<file path="src/rtl/speed_ctrl_pkg.sv">
// Shared definitions for the speed-control slice: FSM state encoding,
// default switch width and the mode code constants.
package speed_ctrl_pkg;

    localparam int SW_W_DEFAULT = 2;

    typedef enum logic [1:0] {
        WAIT_LOCK = 2'd0,
        IDLE      = 2'd1,
        SETTLE    = 2'd2,
        COMMIT    = 2'd3
    } sw_state_e;

    localparam logic [1:0] MODE_STOP = 2'b00;
    localparam logic [1:0] MODE_SLOW = 2'b01;
    localparam logic [1:0] MODE_MED  = 2'b10;
    localparam logic [1:0] MODE_FAST = 2'b11;

endpackage

</file>
<file path="src/rtl/sw_mode_debounce_if.sv">
// Switch/mode bundle between the raw switch inputs and the debounced mode.
// Optional macro SW_GLITCH_COUNT_EN adds the glitch_cnt member.
interface sw_mode_debounce_if
    import speed_ctrl_pkg::*;
#(
    parameter int SW_W = SW_W_DEFAULT
) ();

    logic [SW_W-1:0] sw;
    logic            locked;
    logic [SW_W-1:0] mode;
    logic            mode_valid;
    logic            mode_chg;

`ifdef SW_GLITCH_COUNT_EN
    logic [7:0]      glitch_cnt;

    modport master (
        output sw,
        output locked,
        input  mode,
        input  mode_valid,
        input  mode_chg,
        input  glitch_cnt
    );

    modport slave (
        input  sw,
        input  locked,
        output mode,
        output mode_valid,
        output mode_chg,
        output glitch_cnt
    );
`else
    modport master (
        output sw,
        output locked,
        input  mode,
        input  mode_valid,
        input  mode_chg
    );

    modport slave (
        input  sw,
        input  locked,
        output mode,
        output mode_valid,
        output mode_chg
    );
`endif

endinterface

</file>
<file path="src/rtl/sync_chain.sv">
// Multi-flop synchronizer for asynchronous inputs. Every bit passes through
// DEPTH flops; reset clears the whole chain to zero.
module sync_chain #(
    parameter int WIDTH = 1,
    parameter int DEPTH = 2
) (
    input  logic             clk,
    input  logic             rst,
    input  logic [WIDTH-1:0] din,
    output logic [WIDTH-1:0] dout
);

    logic [DEPTH-1:0][WIDTH-1:0] stage_q;
    logic [DEPTH-1:0][WIDTH-1:0] stage_d;

    // Shift the raw input into the bottom of the chain.
    always_comb begin
        stage_d = {stage_q[DEPTH-2:0], din};
    end

    // Chain flops, cleared asynchronously.
    always_ff @(posedge clk or posedge rst) begin
        if (rst) begin
            stage_q <= {(DEPTH*WIDTH){1'b0}};
        end else begin
            stage_q <= stage_d;
        end
    end

    assign dout = stage_q[DEPTH-1];

endmodule

</file>
<file path="src/rtl/sw_mode_debounce.sv">
// Switch conditioning for the speed-control top: synchronizes the mode
// switches and the clock lock, debounces the switches and publishes a
// committed mode code with a one-cycle change strobe. Mode is forced to
// stop while the clocks are unlocked.
// Optional macro SW_GLITCH_COUNT_EN adds a saturating count of settle
// restarts caused by switch bounce.
module sw_mode_debounce
    import speed_ctrl_pkg::*;
#(
    parameter int SW_W            = SW_W_DEFAULT,
    parameter int SYNC_STAGES     = 2,
    parameter int DEBOUNCE_CYCLES = 1000000
) (
    input  logic              clk_100mhz,
    input  logic              rst,
    sw_mode_debounce_if.slave bus
);

    localparam int              CNT_W   = $clog2(DEBOUNCE_CYCLES);
    localparam logic [CNT_W-1:0] CNT_MAX = CNT_W'(DEBOUNCE_CYCLES - 1);

    logic [SW_W-1:0]  sw_s;
    logic             locked_s;

    sw_state_e        state_q, state_d;
    logic [SW_W-1:0]  cand_q, cand_d;
    logic [CNT_W-1:0] cnt_q, cnt_d;
    logic [SW_W-1:0]  mode_q, mode_d;
    logic             mode_valid_q, mode_valid_d;
    logic             mode_chg_q, mode_chg_d;

    sync_chain #(
        .WIDTH (SW_W),
        .DEPTH (SYNC_STAGES)
    ) u_sw_sync (
        .clk  (clk_100mhz),
        .rst  (rst),
        .din  (bus.sw),
        .dout (sw_s)
    );

    sync_chain #(
        .WIDTH (1),
        .DEPTH (SYNC_STAGES)
    ) u_lock_sync (
        .clk  (clk_100mhz),
        .rst  (rst),
        .din  (bus.locked),
        .dout (locked_s)
    );

    // State and datapath registers.
    always_ff @(posedge clk_100mhz or posedge rst) begin
        if (rst) begin
            state_q      <= WAIT_LOCK;
            cand_q       <= {SW_W{1'b0}};
            cnt_q        <= {CNT_W{1'b0}};
            mode_q       <= {SW_W{1'b0}};
            mode_valid_q <= 1'b0;
            mode_chg_q   <= 1'b0;
        end else begin
            state_q      <= state_d;
            cand_q       <= cand_d;
            cnt_q        <= cnt_d;
            mode_q       <= mode_d;
            mode_valid_q <= mode_valid_d;
            mode_chg_q   <= mode_chg_d;
        end
    end

    // Next-state selection; loss of lock overrides every state.
    always_comb begin
        state_d = state_q;
        if (!locked_s) begin
            state_d = WAIT_LOCK;
        end else begin
            case (state_q)
                WAIT_LOCK: state_d = SETTLE;
                IDLE: begin
                    if (sw_s != mode_q) begin
                        state_d = SETTLE;
                    end else begin
                        state_d = IDLE;
                    end
                end
                SETTLE: begin
                    if (sw_s != cand_q) begin
                        state_d = SETTLE;
                    end else if (cnt_q == CNT_MAX) begin
                        state_d = COMMIT;
                    end else begin
                        state_d = SETTLE;
                    end
                end
                COMMIT:  state_d = IDLE;
                default: state_d = WAIT_LOCK;
            endcase
        end
    end

    // Candidate/counter/mode updates; outputs are computed here and registered.
    always_comb begin
        cand_d       = cand_q;
        cnt_d        = cnt_q;
        mode_d       = mode_q;
        mode_valid_d = mode_valid_q;
        mode_chg_d   = 1'b0;
        if (!locked_s) begin
            mode_d       = {SW_W{1'b0}};
            mode_valid_d = 1'b0;
            cnt_d        = {CNT_W{1'b0}};
        end else begin
            case (state_q)
                WAIT_LOCK: begin
                    cand_d       = sw_s;
                    cnt_d        = {CNT_W{1'b0}};
                    mode_d       = {SW_W{1'b0}};
                    mode_valid_d = 1'b0;
                end
                IDLE: begin
                    if (sw_s != mode_q) begin
                        cand_d = sw_s;
                        cnt_d  = {CNT_W{1'b0}};
                    end else begin
                        cand_d = cand_q;
                    end
                end
                SETTLE: begin
                    if (sw_s != cand_q) begin
                        // Input moved before settling: restart on the new value.
                        cand_d = sw_s;
                        cnt_d  = {CNT_W{1'b0}};
                    end else if (cnt_q == CNT_MAX) begin
                        cnt_d = cnt_q;
                    end else begin
                        cnt_d = cnt_q + CNT_W'(1'b1);
                    end
                end
                COMMIT: begin
                    mode_d       = cand_q;
                    mode_valid_d = 1'b1;
                    mode_chg_d   = 1'b1;
                end
                default: begin
                    mode_d       = {SW_W{1'b0}};
                    mode_valid_d = 1'b0;
                    cnt_d        = {CNT_W{1'b0}};
                end
            endcase
        end
    end

    assign bus.mode       = mode_q;
    assign bus.mode_valid = mode_valid_q;
    assign bus.mode_chg   = mode_chg_q;

`ifdef SW_GLITCH_COUNT_EN
    logic       glitch_inc_s;
    logic [7:0] glitch_cnt_q, glitch_cnt_d;

    // A restart in SETTLE caused by a switch change counts as one glitch.
    always_comb begin
        glitch_inc_s = locked_s && (state_q == SETTLE) && (sw_s != cand_q);
    end

    // Saturating increment of the glitch count.
    always_comb begin
        if (glitch_inc_s && (glitch_cnt_q != 8'hFF)) begin
            glitch_cnt_d = glitch_cnt_q + 8'd1;
        end else begin
            glitch_cnt_d = glitch_cnt_q;
        end
    end

    // Glitch counter register; survives loss of lock, cleared only by reset.
    always_ff @(posedge clk_100mhz or posedge rst) begin
        if (rst) begin
            glitch_cnt_q <= 8'h00;
        end else begin
            glitch_cnt_q <= glitch_cnt_d;
        end
    end

    assign bus.glitch_cnt = glitch_cnt_q;
`endif

endmodule
</file>
<file path="src/flat_wrapper.sv">
// flat-port wrapper written by rule: the top's interface ports become plain ports
module sw_mode_debounce_flat import speed_ctrl_pkg::*;
#(
    parameter int SW_W            = SW_W_DEFAULT,
    parameter int SYNC_STAGES     = 2,
    parameter int DEBOUNCE_CYCLES = 1000000
)
  (clk_100mhz, rst, bus_sw, bus_locked, bus_mode, bus_mode_valid, bus_mode_chg);
  sw_mode_debounce_if #(.SW_W(SW_W)) bus_i ();
  input  logic clk_100mhz;
  input  logic rst;
  input wire logic [$bits(bus_i.sw)-1:0] bus_sw;
  input wire logic [$bits(bus_i.locked)-1:0] bus_locked;
  output wire logic [$bits(bus_i.mode)-1:0] bus_mode;
  output wire logic [$bits(bus_i.mode_valid)-1:0] bus_mode_valid;
  output wire logic [$bits(bus_i.mode_chg)-1:0] bus_mode_chg;
  assign bus_i.sw = bus_sw;
  assign bus_i.locked = bus_locked;
  assign bus_mode = bus_i.mode;
  assign bus_mode_valid = bus_i.mode_valid;
  assign bus_mode_chg = bus_i.mode_chg;
  sw_mode_debounce #(.SW_W(SW_W), .SYNC_STAGES(SYNC_STAGES), .DEBOUNCE_CYCLES(DEBOUNCE_CYCLES)) u_core (.clk_100mhz(clk_100mhz), .rst(rst), .bus(bus_i));
endmodule
</file>
<file path="config.mk">
export PLATFORM = sky130hd
export DESIGN_NAME = sw_mode_debounce_flat
export DESIGN_NICKNAME = d
export VERILOG_FILES = /design/src/rtl/speed_ctrl_pkg.sv /design/src/rtl/sw_mode_debounce_if.sv /design/src/rtl/sync_chain.sv /design/src/rtl/sw_mode_debounce.sv /design/src/flat_wrapper.sv
export SDC_FILE = /design/constraint.sdc
export NUM_CORES = 1
export LEC_CHECK = 0
export ABC_AREA = 1
export CAP_MARGIN = 0
export CELL_PAD_IN_SITES_DETAIL_PLACEMENT = 0
export CELL_PAD_IN_SITES_GLOBAL_PLACEMENT = 2
export CORE_ASPECT_RATIO = 1.4
export CORE_MARGIN = 5
export CORE_UTILIZATION = 39
export DETAILED_ROUTE_END_ITERATION = 10
export GPL_TIMING_DRIVEN = 0
export PLACE_DENSITY = 0.81
export SLEW_MARGIN = 10
export SYNTH_ARGS = -nofsm -noshare
export SYNTH_HDL_FRONTEND = slang
export SYNTH_HIERARCHICAL = 1
export SYNTH_SLANG_ARGS = --single-unit
</file>
<file path="constraint.sdc">
create_clock -name clk_100mhz -period 3.7 [get_ports clk_100mhz]
set_input_delay 0.555 -clock clk_100mhz [delete_from_list [all_inputs] [get_ports clk_100mhz]]
set_output_delay 0.555 -clock clk_100mhz [all_outputs]
set_load 0.05 [all_outputs]
</file>
======== Word level (Yosys, flattened, before mapping) ========
Index checks and enable logic that the tools add are counted.
operators by class
  $add $sub $neg .......................... 1
  eq/ne operators ......................... 12
  muxes and demuxes ....................... 19
  reduce and logical (&&, ||, !) cells .... 4
operators with widths
  kind                     number
  $mux W20                 4
  $pmux W20 S3             1
  $add A20 B1 Y20 const B  1
  $eq A20 B20 Y1 const B   1
  $mux W2                  6
  $pmux W2 S4              1
  $pmux W2 S3              1
  $eq A2 B2 Y1 const B     2
  $mux W1                  4
  $ne A2 B1 Y1 const B     2
  $ne A2 B2 Y1             2
  $ne A4 B1 Y1 const B     1
  $ne A4 B3 Y1 const B     1
  $pmux W2 S2              1
  $reduce_and A4 Y1        1
  $ne A3 B1 Y1 const B     1
  $ne A3 B2 Y1 const B     1
  $reduce_and A3 Y1        1
  $reduce_bool A3 Y1       1
  $eq A2 B1 Y1 const B     1
  $logic_not A2 Y1         1
  $pmux W1 S2              1
storage, ports and cells
  bits in registers ....................... 34
  bits of input ports ..................... 5
  output and inout port bits .............. 4
  word-level logic and storage cells ...... 46

======== Depth between registers and ports, before layout ========
  depth in word-level cells ............... 5
  mapped depth ............................ 10
  gate-level depth less buffers ........... 9

======== Modules after synthesis ========
The synthesis kept the hierarchy.
modules (own cells, without submodules)
  module                           times used  cells an instance  area each (um2)  sequential area each (um2)
  sw_mode_debounce                 1           230                1798.0           700.7
  sync_chain (u_core.u_sw_sync)    1           5                  103.8            100.1
  sync_chain (u_core.u_lock_sync)  1           3                  53.8             50.0

======== Worst setup path after synthesis ========
No wires, ideal clock.
  path kind ............................... register to register
  from .................................... register u_core.mode_q[0] (netlist: u_core/bus.mode[0])
  to ...................................... register u_core.cnt_q[0]
  library setup time ...................... 0.076 ns
  data arrival time ....................... 1.477 ns
  required time ........................... 3.624 ns
  path slack .............................. 2.146 ns
  cell stages (with the launch flop) ...... 10
  path buffers ............................ 1
  clock period less this slack ............ 1.554 ns
  cells stage by stage .................... dfrtp_1 -> inv_1 -> nand2_1 -> nand2_1 -> nand3_1 -> nand2_1 -> nand2_1 -> nand3_1 -> buf_4 -> o21ai_1
on the way
  word-level cells in the longest chain between the ends .. 3
RTL lines
  item                                line                     source
  from (decl)                         sw_mode_debounce.sv:28   logic [SW_W-1:0] mode_q, mode_d;
  from (signal assigned)              sw_mode_debounce.sv:58   mode_q <= {SW_W{1'b0}};
  from (signal assigned)              sw_mode_debounce.sv:65   mode_q <= mode_d;
  $ne A2 B2 Y1                        sw_mode_debounce.sv:121  if (sw_s != mode_q) begin
  $ne A3 B2 Y1 (no source line)       -
  $reduce_and A3 Y1 (no source line)  -
  to (signal assigned)                sw_mode_debounce.sv:57   cnt_q <= {CNT_W{1'b0}};
  to (signal assigned)                sw_mode_debounce.sv:64   cnt_q <= cnt_d;
  to (decl)                           sw_mode_debounce.sv:27   logic [CNT_W-1:0] cnt_q, cnt_d;
Every way passes these cells.
A chain may end at the register's enable or synchronous reset.

======== Final worst setup path ========
  from .................................... register u_core.mode_q[0] (netlist: u_core/bus.mode[0])
  to ...................................... output port bus_mode[0]
RTL lines
  item       line                source
  to (decl)  flat_wrapper.sv:14  output wire logic [$bits(bus_i.mode)-1:0] bus_mode;
No word-level cell between the ends.

==> results.cfg <==
[worst_setup_path]
setup.worst_path.end_class = output port
critPathLaunchType = register
crit_arrival_ps = 1460
crit_type = register to output port
worstReg2RegStart = u_core/cnt_q[0]$_DFFE_PP0P_
cp_top_family = buffers and inverters
cp_cell_sequence = clkdlybuf4s50_1
critPathLaunch = u_core/bus.mode[0]$_DFFE_PP0P_
required_ps = 3140
path_buf_inv = 1
cp_max_fo = 3
critPathSlowestCell = clkdlybuf4s50_1
cp_num_cells = 1
critPathMaxStageDelay_ps = 810
rr_worst_depth = 10

[placement]
place.gp.congestion = 0.7603
io_buffer_count = 8
dp_slack_ps = 1668
dp_hpwl_mm = 3.261

[drt]
via_per_inst = 4.824
wl_per_cell_um = 13.44
firstDrtPassIters = 4
drc_errors = 0
final_antenna_net_count = 0
drt_iter0_markers = 60
vias = 1534
drt-total-wl_mm = 4.275

[worst_hold_path]
hp-start = u_core/u_sw_sync/stage_d[3]$_DFF_PP0_
min_path_cells = 0
hold_path.class = register to register

[pwr]
p_int_mw = 0.6613
peakVddDrop_v = 0.0001881
power.density_mw_per_mm2 = 372.6
leakage_nw = 0.9313
p_switching_mw = 0.1783
switching_share_pct = 21.23
power_frac_seq_pct = 45.9
clkPwrFrac_pct = 49.4
p_comb_share_pct = 4.7

[cells_and_area]
multi_input_area_um2 = 959.7
drive_above_1_share_pct = 21.26
syn_to_final_growth_pct = 15.23
regArea_um2 = 850.8
finalNetCount = 259
antenna_cells = 0
nFillCells = 496

[floorplan]
die_area_mm2 = 0.006550
ios = 9
die_w_um = 69.85
core_mm2 = 0.004842
initial_core_util_pct = 40.39
die_y_um = 93.79
std_cell_rows = 30

[timing]
final.setup.tns_ps = 0
fin_crit_sh_pct = 54.56
finalSetupViolCount = 0
fmax_mhz = 495.4
layout_setup_ws_ps = 1681
fin_skew_ps = 7.670
worst_pin_slew_ps = 1044
finalHoldViolCount = 0
period_minus_slack_ps = 2019
rsz0062_at_grt = false
slew_headroom_pct = 29.96
slew_viol_final = 0

[synthesis]
postSynthAreaPerCell_um2 = 8.217
synth_most_common_cell = nand2_1
synth-main-ff-cell = dfrtp_1
syn_nets = 244
synthTopCellsByArea = dfrtp_1 (44%), nand2_1 (12%), o21ai_2 (8.5%)
synth_seq_area_share_pct = 43.51
synth_top_area_share_pct = 43.51
netlist_area_mm2 = 0.001956
synth_edf_count = 0
ys_types = 26
async_flop_share_pct = 100.0
synth_common_cells = nand2_1 (64), dfrtp_1 (34), nor2_1 (29), inv_1 (24), o21ai_2 (19)
synthCells = 238
yosysWarnings = 6
synth_area_leader_cell = dfrtp_1
synth_seq_cells = 34

[grt]
first_global_vias = 1553
grt_pass1_wl_mm = 7.127
grt_max_degree = 29
antenna_found_initial = 0
grt_usage_pct = 14.12
overflow = 0

[cts]
hold_buffers = 0
clockBufferDepth = 2
root_buffer = clkbuf_8
numCtsBuffers = 5
postCtsSetupRepairBufs = 0
clkSinkCount = 34
cts_tree = built
cts.reportedPaths.clkPinSlew_ps = 70
clock_latency_ps = 290
htree_levels = 2
cts_resized = 0

[flow_run]
max_cap_violations = 0

[outcome]
status = completed
## power by group through the flow
stage / Clock (mW) / Sequential [mW] / Combinational, mW
finish: 0.415 / 0.385 / 0.0393
global route: 0.442 / 0.387 / 0.0451
CTS: 0.425 / 0.386 / 0.0409
detailed placement: 0 / 0.393 / 0.0408
global placement: 0 / 0.393 / 0.0401
floorplan: 0 / 0.391 / 0.0282
## path summary, 6_finish.rpt
| kind | to | slack [ps] |
|---|---|---|
| setup / recovery | bus_mode[0] | 1680 |
| hold / removal | u_core/u_sw_sync/dout[1]$_DFF_PP0_ | 350 |
| setup reg to reg | u_core/cnt_q[12]$_DFFE_PP0P_ | 1920 |
| hold reg to reg | u_core/u_sw_sync/dout[1]$_DFF_PP0_ | 350 |
| max in group asynchronous | u_core/cnt_q[17]$_DFFE_PP0P_ | 2460 |
| min in group asynchronous | u_core/u_lock_sync/stage_d[1]$_DFF_PP0_ | 480 |
## layer usage
metal | up-vias | global-route usage [%] | part of all wire, %
met1 | 730 | 14.44 | 40
met5 | - | 0 | 0
met3 | 8 | 2.998 | 1.9
met4 | 0 | 5.751 | 2.2
li1 | 780 | - | -
met2 | 16 | 27.37 | 56
## per-stage QoR
step	area, um^2	power [mW]	utilization (%)	hold WS (ps)	instances
floorplan	1956	0.4190	-	296.2	238
finish	2253	0.8396	46.54	350.9	318
detailed placement	2116	0.4338	43.70	336.2	310
global route	2253	0.8744	46.54	372.7	318
CTS	2253	0.8515	46.54	354.1	318
global placement	2116	0.4330	43.70	332.1	310
## registers in the layout (all words and copies together) (netlist names), 2 cells and up
signal	cells
u_core/state_q	2
u_core/bus.mode	2
u_core/cand_q	2
u_core/u_sw_sync/dout	2
u_core/cnt_q	20
u_core/u_sw_sync/stage_d	2
## cell families (layout without fill, tap and decap cells)
logic type / Yosys count / count (layout) / synth area share, %
compound gates: 28 / 28 / 11.20
flops: 34 / 34 / 43.51
xor+xnor: 13 / 13 / 5.822
simple gates: 134 / 134 / 31.41
fa+ha+maj: 1 / 1 / 0.6397
buf+inv: 28 / 44 / 7.422
## layout make-up
class	count	share of cell area, %
multi-input cells	176	42.59
clock buffers	5	3.054
clock inverters	3	3.054
plain buffers	4	2.443
well taps	64	3.554
inverters	24	3.998
repair buffers	8	3.554
flip-flops and latches	34	37.76
## cells in the final DEF, fill, tap and decap left out
cell type / n
nor2_1: 29
nand3_2: 2
nor3_4: 1
and2_1: 1
o22ai_1: 2
bufinv_16: 2
ha_1: 1
nand2_1: 64
nand4_1: 2
nand2_4: 1
nand2_2: 16
nor2_2: 1
xor2_1: 8
buf_12: 2
clkbuf_8: 5
o21ai_1: 1
inv_1: 23
clkinv_4: 1
a21oi_1: 1
nor2_4: 1
buf_4: 2
or2_2: 1
o21ai_2: 19
o21bai_1: 1
dfrtp_1: 34
o211ai_1: 1
nand3_1: 15
clkinv_1: 1
o21ai_0: 3
xnor2_1: 5
clkdlybuf4s50_1: 8
No activity file was read; power rests on OpenSTA's default activity.
